**src/rtl/bram_stream_pkg.sv**
```systemverilog
// Shared types and constants for the BRAM burst-to-stream reader.
package bram_stream_pkg;

    // Depth of the read-data skid FIFO; the read issue logic is built around it.
    localparam int SKID_DEPTH = 2;

    typedef enum logic [1:0] {
        IDLE  = 2'd0,
        READ  = 2'd1,
        DRAIN = 2'd2
    } rd_state_t;

endpackage

```
**src/rtl/bram_rd_skid.sv**
```systemverilog
// Two-entry skid FIFO holding BRAM read data plus its last-word flag.
// Head entry is presented combinationally and only moves on pop, so it
// stays stable while the consumer stalls.
import bram_stream_pkg::*;

module bram_rd_skid #(
    parameter int WIDTH = 33
) (
    input  logic             clk,
    input  logic             rst,
    input  logic             push,
    input  logic [WIDTH-1:0] push_data,
    input  logic             pop,
    output logic [WIDTH-1:0] head_data,
    output logic             head_valid,
    output logic [1:0]       count
);

    logic [WIDTH-1:0] mem [SKID_DEPTH];
    logic             wr_ptr;
    logic             rd_ptr;
    logic [1:0]       cnt;

    // Pointers and occupancy; simultaneous push and pop leave cnt unchanged.
    always_ff @(posedge clk) begin
        if (rst) begin
            wr_ptr <= 1'b0;
            rd_ptr <= 1'b0;
            cnt    <= 2'd0;
        end else begin
            if (push) wr_ptr <= ~wr_ptr;
            if (pop)  rd_ptr <= ~rd_ptr;
            cnt <= cnt + {1'b0, push} - {1'b0, pop};
        end
    end

    // Storage needs no reset: contents are only visible while cnt is nonzero.
    always_ff @(posedge clk) begin
        if (push) mem[wr_ptr] <= push_data;
    end

    assign head_data  = mem[rd_ptr];
    assign head_valid = (cnt != 2'd0);
    assign count      = cnt;

endmodule

```
**src/rtl/bram_stream_reader.sv**
```systemverilog
// Reads a burst of consecutive BRAM words and streams them out as AXI-Stream.
// Optional feature: define BRAM_STREAM_READER_STATS_EN to add a 32-bit
// beat_count output counting stream handshakes.
import bram_stream_pkg::*;

module bram_stream_reader #(
    parameter int DATA_WIDTH = 32,
    parameter int ADDR_WIDTH = 16,
    parameter int STRB_WIDTH = DATA_WIDTH / 8
) (
    input  logic                  clk,
    input  logic                  rst,
    input  logic                  cmd_valid,
    output logic                  cmd_ready,
    input  logic [ADDR_WIDTH-1:0] cmd_addr,
    input  logic [ADDR_WIDTH:0]   cmd_len,
    output logic                  bram_rden,
    output logic                  bram_wren,
    output logic [STRB_WIDTH-1:0] bram_wrstrb,
    output logic [ADDR_WIDTH-1:0] bram_addr,
    output logic [DATA_WIDTH-1:0] bram_din,
    input  logic [DATA_WIDTH-1:0] bram_dout,
    output logic [DATA_WIDTH-1:0] m_axis_tdata,
    output logic                  m_axis_tvalid,
    input  logic                  m_axis_tready,
    output logic                  m_axis_tlast,
`ifdef BRAM_STREAM_READER_STATS_EN
    output logic                  done,
    output logic [31:0]           beat_count
`else
    output logic                  done
`endif
);

    localparam logic [ADDR_WIDTH-1:0] ADDR_ONE = {{(ADDR_WIDTH-1){1'b0}}, 1'b1};
    localparam logic [ADDR_WIDTH:0]   LEN_ONE  = {{ADDR_WIDTH{1'b0}}, 1'b1};

    rd_state_t             state_q, state_d;
    logic [ADDR_WIDTH-1:0] addr_q;
    logic [ADDR_WIDTH:0]   remain_q;
    logic                  inflight_q;
    logic                  inflight_last_q;
    logic                  done_q;

    logic [DATA_WIDTH:0]   head;
    logic                  head_valid;
    logic [1:0]            occ;
    logic                  pop;
    logic                  accept;
    logic                  last_rd;
    logic [2:0]            pending;
    logic                  rd_ok;

    assign pop     = head_valid & m_axis_tready;
    assign accept  = cmd_valid & cmd_ready;
    assign last_rd = (remain_q == LEN_ONE);

    // The slot popped this cycle is already free when the new read lands two
    // edges later, so it is credited back; this keeps one beat per cycle
    // while never letting occupancy exceed the FIFO depth.
    assign pending = {1'b0, occ} - {2'b0, pop} + {2'b0, inflight_q};
    assign rd_ok   = (pending < 3'(SKID_DEPTH));

    // Next state, read strobe and command handshake.
    always_comb begin
        state_d   = state_q;
        cmd_ready = 1'b0;
        bram_rden = 1'b0;
        case (state_q)
            IDLE: begin
                cmd_ready = 1'b1;
                if (cmd_valid && cmd_len != '0) state_d = READ;
            end
            READ: begin
                if (rd_ok) begin
                    bram_rden = 1'b1;
                    if (last_rd) state_d = DRAIN;
                end
            end
            DRAIN: begin
                if (pop && head[DATA_WIDTH]) state_d = IDLE;
            end
            default: state_d = IDLE;
        endcase
    end

    // State register.
    always_ff @(posedge clk) begin
        if (rst) state_q <= IDLE;
        else     state_q <= state_d;
    end

    // Address/count tracking, in-flight read tag and completion pulse.
    always_ff @(posedge clk) begin
        if (rst) begin
            addr_q          <= '0;
            remain_q        <= '0;
            inflight_q      <= 1'b0;
            inflight_last_q <= 1'b0;
            done_q          <= 1'b0;
        end else begin
            inflight_q      <= bram_rden;
            inflight_last_q <= bram_rden & last_rd;
            done_q          <= (accept && cmd_len == '0) || (pop && head[DATA_WIDTH]);
            if (accept && cmd_len != '0) begin
                addr_q   <= cmd_addr;
                remain_q <= cmd_len;
            end else if (bram_rden) begin
                addr_q   <= addr_q + ADDR_ONE;
                remain_q <= remain_q - LEN_ONE;
            end
        end
    end

    bram_rd_skid #(
        .WIDTH(DATA_WIDTH + 1)
    ) u_skid (
        .clk       (clk),
        .rst       (rst),
        .push      (inflight_q),
        .push_data ({inflight_last_q, bram_dout}),
        .pop       (pop),
        .head_data (head),
        .head_valid(head_valid),
        .count     (occ)
    );

    assign bram_addr     = addr_q;
    assign bram_wren     = 1'b0;
    assign bram_wrstrb   = '0;
    assign bram_din      = '0;
    assign m_axis_tvalid = head_valid;
    assign m_axis_tdata  = head_valid ? head[DATA_WIDTH-1:0] : '0;
    assign m_axis_tlast  = head_valid & head[DATA_WIDTH];
    assign done          = done_q;

`ifdef BRAM_STREAM_READER_STATS_EN
    // Free-running handshake counter, wraps naturally at 2**32.
    always_ff @(posedge clk) begin
        if (rst)      beat_count <= '0;
        else if (pop) beat_count <= beat_count + 32'd1;
    end
`endif

endmodule

```
**config.mk**
```make
export PLATFORM = sky130hd
export DESIGN_NAME = bram_stream_reader
export DESIGN_NICKNAME = d
export VERILOG_FILES = /design/src/rtl/bram_stream_pkg.sv /design/src/rtl/bram_rd_skid.sv /design/src/rtl/bram_stream_reader.sv
export SDC_FILE = /design/constraint.sdc
export NUM_CORES = 1
export LEC_CHECK = 0
export ABC_AREA = 1
export BUFFER_PORTS_ARGS = -buffer_cell sky130_fd_sc_hd__buf_2
export CAP_MARGIN = 20
export CORE_MARGIN = 4
export CORE_UTILIZATION = 35
export DETAILED_ROUTE_END_ITERATION = 10
export REMOVE_ABC_BUFFERS = 1
export SLEW_MARGIN = 20
export SYNTH_ARGS = -nofsm -noshare
export SYNTH_HDL_FRONTEND = slang
export SYNTH_SLANG_ARGS = --single-unit
```
**constraint.sdc**
```tcl
create_clock -name clk -period 3.2 [get_ports clk]
set_input_delay 0.32 -clock clk [delete_from_list [all_inputs] [get_ports clk]]
set_output_delay 0.32 -clock clk [all_outputs]
set_load 0.05 [all_outputs]
```
Yosys cells after proc, flatten, opt, wreduce, memory -nomap -nowiden
Memories as Yosys holds them, arrays and structs flattened. A register that Yosys moved wholly into a read port is not among the register bits.
Cells that the tools add are included.

storage, ports and cells
  output and inout bits = 90
  logic and storage cells = 58
  register bits = 42
  bits in writable memories = 66
  input port bits = 69
  memories kept = 1

memories
  name        words  width  read ports  clocked after Yosys merged registers in  wr ports  RTL line            text
  u_skid.mem  2      33     1           1                                        1         bram_rd_skid.sv:19  logic [WIDTH-1:0] mem [SKID_DEPTH];

operators by class
  reductions and logical operators = 11
  multiplexer cells = 17
  add/subtract/negate cells = 6
  eq/ne operators = 7
  bitwise logic cells = 6
  magnitude comparators = 1

operators by type and width
  kind                                                                           number
  17-bit two-way mux                                                             2
  16-bit two-way mux                                                             2
  32-bit two-way mux                                                             1
  17-bit by 1-bit == test with 1-bit output (second input constant)              1
  17-bit logical NOT                                                             1
  17-bit nonzero test                                                            1
  17-bit by 1-bit subtractor with 17-bit output (second input constant)          1
  16-bit by 1-bit adder with 16-bit output (second input constant)               1
  2-bit two-way mux                                                              4
  2-bit inequality test (second input constant)                                  4
  1-bit two-way mux                                                              7
  2-bit one-hot mux with 3 select lines                                          1
  1-bit AND                                                                      4
  1-bit logical AND                                                              4
  4-bit AND reduction                                                            1
  2-bit nonzero test                                                             2
  3-bit by 1-bit adder with 3-bit output                                         1
  3-bit by 2-bit less-than comparator with 1-bit output (second input constant)  1
  2-bit by 1-bit subtractor with 3-bit output                                    1
  2-bit by 1-bit adder with 2-bit output                                         1
  2-bit by 1-bit == test with 1-bit output (second input constant)               1
  2-bit == test (second input constant)                                          1
  2-bit logical NOT                                                              1
  1-bit NOT                                                                      2
  other kinds (2)                                                                2

Logic depth before layout (Yosys ltp)
Gate-level depths: netlist of the first run.

  depth after elaboration = 9
  depth in mapped cells = 15
  mapped depth without buffers = 14

Modules after synthesis
A second synthesis of the first run with hierarchy kept.

unflattened totals
  cell total of the unflattened synthesis = 680
  area total of the unflattened synthesis = 5,893.2 um2

modules (own cells, without submodules)
  module              cells each  area each (um2)  instances
  bram_stream_reader  547         3,135.5          1
  bram_rd_skid        133         2,757.6          1

Least setup slack after synthesis of the first run
Ideal clock, no wire load.

  path type = register -> register
  from = register u_skid.cnt[1], in the netlist u_skid.count[1]
  to = register remain_q[10]
  cell stages (with the launch flop) = 13
  data required time = 3.126 ns
  library setup time = 0.074 ns
  setup slack = 0.549 ns
  buffers on the path = 1
  arrival = 2.577 ns
  clock period less this slack = 2.651 ns
  cells stage by stage = dfxtp_1 nor2_1 nor2_1 ha_1 inv_1 ha_1 fa_1 inv_1 nand2_1 nor3_4 buf_4 nand4_1 a31oi_1

between the ends
  word-level cells in the longest chain between the ends = 8

RTL lines
  item                                                   RTL line                   text
  start: declaration                                     bram_rd_skid.sv:22         logic [1:0] cnt;
  start signal: assignment                               bram_rd_skid.sv:33         cnt <= cnt + {1'b0, push} - {1'b0, pop};
  2-bit nonzero test                                     bram_rd_skid.sv:43         assign head_valid = (cnt != 2'd0);
  1-bit AND                                              bram_stream_reader.sv:54   assign pop = head_valid & m_axis_tready;
  named net pop                                          bram_stream_reader.sv:48   logic pop;
  2-bit by 1-bit subtractor with 3-bit output            bram_stream_reader.sv:61   assign pending = {1'b0, occ} - {2'b0, pop} + {2'b0, inflight_q};
  3-bit by 1-bit adder with 3-bit output                 bram_stream_reader.sv:61
  named net pending[1]                                   bram_stream_reader.sv:51   logic [2:0] pending;
  3-bit by 2-bit less-than comparator with 1-bit output  bram_stream_reader.sv:62   assign rd_ok = (pending < 3'(SKID_DEPTH));
  1-bit two-way mux                                      bram_stream_reader.sv:75   if (rd_ok) begin
  1-bit two-way mux                                      bram_stream_reader.sv:69   case (state_q)
  named net bram_rden                                    bram_stream_reader.sv:17   output logic bram_rden,
  2-bit nonzero test (no line)                           n/a
  end signal: assignment                                 bram_stream_reader.sv:107  remain_q <= cmd_len;
  end signal: assignment                                 bram_stream_reader.sv:110  remain_q <= remain_q - LEN_ONE;
  end: declaration                                       bram_stream_reader.sv:40   logic [ADDR_WIDTH:0] remain_q;

The timed path passes the listed nets, and every way through them passes these cells.
A chain may end at the register's enable or synchronous reset.

Worst setup path after layout of the first run
  from = register u_skid.cnt[1], in the netlist u_skid.count[1]
  to = output port bram_rden

between the ends
  word-level cells in the longest chain between the ends = 7

RTL lines
  item                                                   RTL line
  2-bit nonzero test                                     bram_rd_skid.sv:43
  1-bit AND                                              bram_stream_reader.sv:54
  named net pop                                          bram_stream_reader.sv:48
  2-bit by 1-bit subtractor with 3-bit output            bram_stream_reader.sv:61
  3-bit by 1-bit adder with 3-bit output                 bram_stream_reader.sv:61
  named net pending[1]                                   bram_stream_reader.sv:51
  3-bit by 2-bit less-than comparator with 1-bit output  bram_stream_reader.sv:62
  1-bit two-way mux                                      bram_stream_reader.sv:75
  1-bit two-way mux                                      bram_stream_reader.sv:69
  end: declaration                                       bram_stream_reader.sv:17

The timed path passes the listed nets, and every way through them passes these cells.

==> impl_metrics.xml, run 1 <==
<?xml version="1.0" encoding="UTF-8"?>
<metrics>
  <group name="clock_tree">
    <metric name="cts.sink_count" unit="">109</metric>
    <metric name="clock_tree.htree_level_count" unit="">3</metric>
    <metric name="clk-insertion-delay-late" unit="ps">360</metric>
    <metric name="tritoncts" unit="">yes</metric>
    <metric name="cts_made_buffers" unit="">9</metric>
    <metric name="cts_root_buffer" unit="">clkbuf_16</metric>
    <metric name="path_clk_slew" unit="ps">70</metric>
    <metric name="clock_path_buffers" unit="">2</metric>
  </group>
  <group name="route">
    <metric name="drt-wirelength-per-cell" unit="um">14.3</metric>
    <metric name="total_wire_length_after_detailed_routing" unit="um">13400</metric>
    <metric name="detailedRoute.firstIterationViolations" unit="">241</metric>
    <metric name="detail_route.drc_violations" unit="">0</metric>
    <metric name="drtPass1Iterations" unit="">4</metric>
    <metric name="routed_via_density" unit="">4.75</metric>
    <metric name="drtAntennaViolNets" unit="">0</metric>
    <metric name="route.vias.total" unit="">4440</metric>
  </group>
  <group name="place">
    <metric name="placed_cells" unit="">917</metric>
    <metric name="place.detailed.hpwl" unit="um">9080</metric>
    <metric name="detailedPlace.worstSlack" unit="ps">414</metric>
    <metric name="buffer_ports.inserted" unit="">121</metric>
    <metric name="gp_congestion" unit="">0.838</metric>
  </group>
  <group name="global_routing">
    <metric name="grt_pass1_vias" unit="">4207</metric>
    <metric name="groute.usage.overall" unit="%">15.2</metric>
    <metric name="grt_pass1_wl" unit="um">21200</metric>
    <metric name="grt_max_degree" unit="">45</metric>
    <metric name="antenna_found_initial" unit="">0</metric>
    <metric name="grt.overflow.total" unit="">0</metric>
  </group>
  <group name="synth">
    <metric name="post_synthesis_cell_type_count" unit="">39</metric>
    <metric name="share_of_the_synthesized_area_in_the_top_cell_type" unit="%">36.5</metric>
    <metric name="synthDominantAreaCellType" unit="">edfxtp_1</metric>
    <metric name="synth.ff_latch_count" unit="">109</metric>
    <metric name="mappedNetlistArea" unit="um^2">5430</metric>
    <metric name="synthTopCellsByArea" unit="">edfxtp_1 (37%), dfxtp_1 (16%), nand2_1 (10%)</metric>
    <metric name="syn_area_per_cell" unit="um^2">8.66</metric>
    <metric name="ys.warnings.count" unit="">0</metric>
    <metric name="synth.yosys.seq_area_share" unit="%">52.4</metric>
    <metric name="syn_inst" unit="">627</metric>
  </group>
  <group name="critical_path">
    <metric name="cp_max_fo" unit="">6</metric>
    <metric name="cp_data_required_time" unit="ps">2880</metric>
    <metric name="cp_data_arrival_time" unit="ps">2670</metric>
    <metric name="cp-start-kind" unit="">flop</metric>
    <metric name="path_class" unit="">flop to output port</metric>
    <metric name="worst-r2r-cell-count" unit="">15</metric>
    <metric name="worstSetupEndpointType" unit="">output port</metric>
  </group>
  <group name="sta">
    <metric name="tightest_slew" unit="ps">1010</metric>
    <metric name="max_clock_freq" unit="MHz">335</metric>
    <metric name="grt_setup_unrepaired" unit="">no</metric>
    <metric name="slew-limit-headroom" unit="%">32.6</metric>
    <metric name="worst_hold_margin" unit="ps">153</metric>
    <metric name="finalCriticalPeriod" unit="ps">2990</metric>
    <metric name="timing.clock.skew" unit="ps">9.36</metric>
    <metric name="timing.final.ws_setup" unit="ps">213</metric>
    <metric name="setup_viol_count_final" unit="">0</metric>
    <metric name="hold_violations" unit="">0</metric>
    <metric name="timing_max_transition_violations_final" unit="">0</metric>
    <metric name="part_of_the_cycle_the_worst_path_needs" unit="%">93.3</metric>
  </group>
  <group name="layout">
    <metric name="final_layout_size_suffix_gt1_share" unit="%">21.6</metric>
    <metric name="mostFrequentLayoutCell" unit="">nand2_1</metric>
    <metric name="nNetsFinal" unit="">817</metric>
    <metric name="layoutNonFillerInstCount" unit="">935</metric>
    <metric name="fill_cell_instance_count_of_the_final_layout" unit="">1549</metric>
    <metric name="finish.utilization" unit="%">42.1</metric>
    <metric name="insertedDiodeCount" unit="">0</metric>
    <metric name="most-common-layout-cells" unit="">nand2_1 (148), buf_2 (120), nand3_1 (69)</metric>
    <metric name="layout-area-overhead-vs-synth" unit="%">17.8</metric>
  </group>
  <group name="power">
    <metric name="power_density" unit="nW/um^2">909</metric>
    <metric name="total_leakage_power" unit="nW">2.83</metric>
    <metric name="vdd.ir_drop.worst" unit="uV">378</metric>
  </group>
  <group name="floorplan">
    <metric name="die_y" unit="um">133</metric>
    <metric name="initial_core_util" unit="%">35.7</metric>
    <metric name="design.core.area" unit="um^2">15200</metric>
    <metric name="die_x" unit="um">133</metric>
    <metric name="std_cell_rows" unit="">45</metric>
    <metric name="ioPinCount" unit="">159</metric>
    <metric name="design.die.area" unit="um^2">17600</metric>
  </group>
  <group name="min_path">
    <metric name="worstHoldPathType" unit="">input pin to flop</metric>
    <metric name="hold_depth" unit="">1</metric>
  </group>
  <group name="job">
    <metric name="max-cap-violations" unit="">0</metric>
  </group>
  <group name="run_status">
    <metric name="outcome" unit="">finished clean</metric>
  </group>
</metrics>
-- final cells by class --
cell class,instances,area [um^2],share of cell area (%)
multi-input cells,444,2140,33.4
clock inverters,7,92.6,1.45
inverters,46,173,2.70
flip-flops and latches,109,2840,44.5
well taps,188,235,3.68
clock buffers,9,225,3.52
repair buffers,132,691,10.8
-- worst paths after layout --
| check | startpoint | to | slack [ps] |
|---|---|---|---|
| max | u_skid.count[1] | bram_rden | 210 |
| min | bram_dout[14] | u_skid.mem[1][14] | 150 |
| max reg2reg | u_skid.count[1] | bram_addr[9] | 420 |
| min reg2reg | inflight_last_q | u_skid.mem[0][32] | 430 |
-- sequential cells by signal (all words and copies together), names as in the netlist, 2 cells and up, named ones only --
signal,cells
u_skid.count,2
u_skid.mem,66
remain_q,17
state_q,2
bram_addr,16
-- cells by family after synthesis --
family / count (synthesis) / share of synthesized area [%]
adder cells (fa/ha/maj): 6 / 1.52
flip-flops: 109 / 52.4
XOR/XNOR: 14 / 2.26
AND/OR/NAND/NOR: 303 / 24.3
AO/OA/AOI/OAI: 84 / 8.44
buffers and inverters: 110 / 11.0
other: 1 / 0.0691
-- worst max-delay path, stage by stage, from the launching register on --
cell,delay (ps)
dfxtp_1,390
nor2_2,70
nor2_2,160
ha_1,260
inv_1,50
ha_1,150
fa_1,410
inv_1,80
nand2_1,100
nor3_4,320
clkbuf_4,320
-- through the flow --
step / instance area (um^2) / total power, W / setup TNS (ps)
3_5_place_dp: 6060 / 0.00464 / 0
3_3_place_gp: 6060 / 0.00464 / 0
6_report: 6390 / 0.00581 / 0
4_1_cts: 6370 / 0.00585 / 0
2_1_floorplan: 5140 / 0.00391 / -27740
5_1_grt: 6390 / 0.00619 / 0
-- per-layer routing --
layer | vias to the layer above | GRT usage (%) | share of wire (%)
met5 | - | 0 | 0
met4 | 0 | 4.04 | 1.3
met3 | 15 | 4.60 | 7.2
met2 | 154 | 25.2 | 47
met1 | 2028 | 19.3 | 45
li1 | 2243 | - | -
-- report_power, final --
| group | internal [W] | switching, W |
|---|---|---|
| clock network | 0.000631 | 0.000557 |
| registers | 0.00171 | 0.000161 |
| logic | 0.000673 | 0.00209 |
-- synth_stat cells (all sizes together) --
cell type  number
nand2         151
nand3          70
edfxtp         66
nor2           62
a21oi          50
buf            49
inv            46
dfxtp          43
o21ai          16
clkbuf         15
a31oi          10
nand4           7
xnor2           7
xor2            7
nor3            6
ha              5
o211ai          4
a21o            2
nand3b          2
or2             2
a211oi          1
and2            1
and3            1
conb            1
fa              1
nor3b           1
o21bai          1
-- timing repair --
action                                  CTS  global route
hold buffers                              0             0
gates resized for setup                   0             2
buffers inserted                          0             2
hold endpoints to repair                  0             0
endpoints found under the setup margin    0             1
(Power assumes the default switching activity.)
==> run 2, diff against run 1 <==
==> constraint.sdc (replaced) <==
create_clock -name clk -period 3.2 [get_ports clk]
set_input_delay 0.32 -clock clk [delete_from_list [all_inputs] [get_ports clk]]
set_output_delay 0.32 -clock clk [all_outputs]
set_load 0.01 [all_outputs]
==> run 2 against run 1 <==
Wire length decreased by 0.58%. Via count increased by 0.90%. Worst setup slack improved by 73 ps. Clock skew about the same. Hold slack improved by 7.2 ps. Combinational power decreased by 31%. First-iteration DRC count increased by 15%. Non-clock buffer count decreased by 3. Sequential share of layout area increased by 0.28 points. Clock power about the same. Global-route usage decreased by 0.12 points. Sequential power about the same. Critical endpoint unchanged. Largest cell class unchanged. Largest power group unchanged. Highest routed layer unchanged.
==> impl_metrics.xml, run 2 (synthesis results as in run 1) <==
<?xml version="1.0" encoding="UTF-8"?>
<metrics>
  <group name="route">
    <metric name="drtAntennaViolNets" unit="">0</metric>
    <metric name="drtPass1Iterations" unit="">4</metric>
    <metric name="drt-wirelength-per-cell" unit="um">14.3</metric>
    <metric name="routed_via_density" unit="">4.81</metric>
    <metric name="route.vias.total" unit="">4480</metric>
    <metric name="detail_route.drc_violations" unit="">0</metric>
    <metric name="total_wire_length_after_detailed_routing" unit="um">13300</metric>
    <metric name="detailedRoute.firstIterationViolations" unit="">277</metric>
  </group>
  <group name="clock_tree">
    <metric name="tritoncts" unit="">yes</metric>
    <metric name="cts_hold_buffers" unit="">0</metric>
    <metric name="path_clk_slew" unit="ps">70</metric>
    <metric name="clk-insertion-delay-late" unit="ps">350</metric>
    <metric name="post-cts-setup-buffers" unit="">0</metric>
    <metric name="cts.sink_count" unit="">109</metric>
    <metric name="cts_root_buffer" unit="">clkbuf_16</metric>
    <metric name="cts-resized-gates" unit="">0</metric>
    <metric name="cts_made_buffers" unit="">9</metric>
    <metric name="clock_path_buffers" unit="">2</metric>
    <metric name="clock_tree.htree_level_count" unit="">3</metric>
  </group>
  <group name="place">
    <metric name="placed_cell_area" unit="um^2">6050</metric>
    <metric name="buffer_ports.inserted" unit="">121</metric>
    <metric name="gp_congestion" unit="">0.843</metric>
    <metric name="place.detailed.hpwl" unit="um">9070</metric>
    <metric name="detailedPlace.worstSlack" unit="ps">437</metric>
    <metric name="placed_cells" unit="">916</metric>
  </group>
  <group name="min_path">
    <metric name="worstHoldPathType" unit="">input pin to flop</metric>
    <metric name="timing.hold.worst.start" unit="">bram_dout[8]</metric>
    <metric name="min_to" unit="">u_skid.mem[1][8]</metric>
    <metric name="hold_depth" unit="">1</metric>
  </group>
  <group name="layout">
    <metric name="final_layout_size_suffix_gt1_share" unit="%">20.6</metric>
    <metric name="finalInstanceArea" unit="um^2">6350</metric>
    <metric name="layout-area-overhead-vs-synth" unit="%">17.1</metric>
    <metric name="most-common-layout-cells" unit="">nand2_1 (148), buf_2 (121), nand3_1 (69)</metric>
    <metric name="nNetsFinal" unit="">814</metric>
    <metric name="largest_register_by_flop_count" unit="">u_skid.mem</metric>
    <metric name="mostFrequentLayoutCell" unit="">nand2_1</metric>
    <metric name="insertedDiodeCount" unit="">0</metric>
    <metric name="layoutNonFillerInstCount" unit="">932</metric>
    <metric name="fill_cell_instance_count_of_the_final_layout" unit="">1590</metric>
    <metric name="largest_register_ffs" unit="">66</metric>
    <metric name="finish.utilization" unit="%">41.8</metric>
  </group>
  <group name="global_routing">
    <metric name="groute.usage.overall" unit="%">15.1</metric>
    <metric name="antenna_found_initial" unit="">0</metric>
    <metric name="grt_max_degree" unit="">45</metric>
    <metric name="grt_pass1_wl" unit="um">21500</metric>
    <metric name="grt.overflow.total" unit="">0</metric>
    <metric name="grt_pass1_vias" unit="">4378</metric>
  </group>
  <group name="sta">
    <metric name="hold_violations" unit="">0</metric>
    <metric name="timing.final.ws_setup" unit="ps">286</metric>
    <metric name="tightest_slew" unit="ps">987</metric>
    <metric name="setup_viol_count_final" unit="">0</metric>
    <metric name="finalCriticalPeriod" unit="ps">2910</metric>
    <metric name="timing.clock.skew" unit="ps">9.77</metric>
    <metric name="max_clock_freq" unit="MHz">343</metric>
    <metric name="grt_setup_unrepaired" unit="">no</metric>
    <metric name="worst_hold_margin" unit="ps">160</metric>
    <metric name="slew-limit-headroom" unit="%">34.0</metric>
    <metric name="timing_max_transition_violations_final" unit="">0</metric>
    <metric name="part_of_the_cycle_the_worst_path_needs" unit="%">91.1</metric>
  </group>
  <group name="run_status">
    <metric name="outcome" unit="">finished clean</metric>
  </group>
  <group name="floorplan">
    <metric name="std_cell_rows" unit="">45</metric>
    <metric name="initial_core_util" unit="%">35.7</metric>
    <metric name="ioPinCount" unit="">159</metric>
    <metric name="design.die.area" unit="um^2">17600</metric>
    <metric name="design.core.area" unit="um^2">15200</metric>
    <metric name="die_x" unit="um">133</metric>
    <metric name="die_y" unit="um">133</metric>
  </group>
  <group name="power">
    <metric name="net-switching-power" unit="W">0.00191</metric>
    <metric name="power_internal" unit="W">0.00302</metric>
    <metric name="power.combinational.fraction" unit="%">38.7</metric>
    <metric name="power.sequential.fraction" unit="%">37.8</metric>
    <metric name="switching_share" unit="%">38.8</metric>
    <metric name="vdd.ir_drop.worst" unit="uV">373</metric>
    <metric name="power.share.clock" unit="%">23.5</metric>
    <metric name="power_density" unit="nW/um^2">777</metric>
    <metric name="total_leakage_power" unit="nW">2.81</metric>
  </group>
  <group name="critical_path">
    <metric name="worst-r2r-cell-count" unit="">15</metric>
    <metric name="cp-start-kind" unit="">flop</metric>
    <metric name="cp_max_fo" unit="">25</metric>
    <metric name="cp_data_arrival_time" unit="ps">2590</metric>
    <metric name="worstSetupEndpointType" unit="">output port</metric>
    <metric name="path_class" unit="">flop to output port</metric>
    <metric name="cp_data_required_time" unit="ps">2880</metric>
    <metric name="worst-r2r-setup-slack" unit="ps">440</metric>
    <metric name="reg2reg_to" unit="">remain_q[3]</metric>
    <metric name="timing.rr.start" unit="">u_skid.count[1]</metric>
  </group>
  <group name="job">
    <metric name="max-cap-violations" unit="">0</metric>
  </group>
</metrics>
-- run 2: cell count changes in the layout (fill, tap and decap cells not counted), sizes merged --
cell,delta
inv,-5
clkinv,+4
buf,-2
bufinv,+1
clkbuf,-1
-- run 2: how the worst max path moves through the flow --
stage,startpoint,endpoint,slack (ps),cells past startpoint
2_1_floorplan,u_skid.count[1],bram_addr[6],-760,13
3_3_place_gp,m_axis_tready,remain_q[3],510,16
3_5_place_dp,m_axis_tready,remain_q[3],440,16
4_1_cts,u_skid.count[1],bram_rden,250,11
5_1_grt,u_skid.count[1],bram_rden,80,11
6_report,u_skid.count[1],bram_rden,290,11
-- run 2: power by group through the flow --
stage	Clock (W)	Combinational (W)	Sequential [W]
final	0.00116	0.00191	0.00187
after global routing	0.00125	0.00218	0.00189
after CTS	0.00119	0.00194	0.00187
after detailed placement	0	0.00193	0.00190
after global placement	0	0.00191	0.00190
after floorplan	0	0.00121	0.00190
-- run 2: final cells by class --
type	instances	area (um^2)	share of cell area [%]
Multi-Input combinational cell	444	2130	33.6
Timing Repair Buffer	129	666	10.5
Inverter	46	173	2.72
Clock buffer	9	225	3.54
Tap cell	188	235	3.70
Sequential cell	109	2840	44.7
Clock inverter	7	80.1	1.26
-- run 2: critical path, stage by stage (launching register included) --
cell	delay [ps]
dfxtp_1	340
nor2_2	130
nor2_1	60
ha_1	260
inv_1	40
ha_1	180
fa_1	430
inv_1	80
nand2_1	100
nor3_4	110
buf_4	310
buf_2	200
-- run 2: metal layers --
metal | global-route usage [%] | part of all wire (%) | vias to the layer above
met5 | 0 | 0 | -
met4 | 5.37 | 1.7 | 0
met3 | 3.12 | 6.9 | 18
met2 | 24.6 | 46 | 172
met1 | 19.9 | 45 | 2051
li1 | - | - | 2239
-- run 2: stage by stage --
step	setup TNS (ps)	total power, W
finish	0	0.00494
global route	0	0.00533
CTS	0	0.00500
detailed placement	0	0.00382
global placement	0	0.00381
floorplan	-22410	0.00311
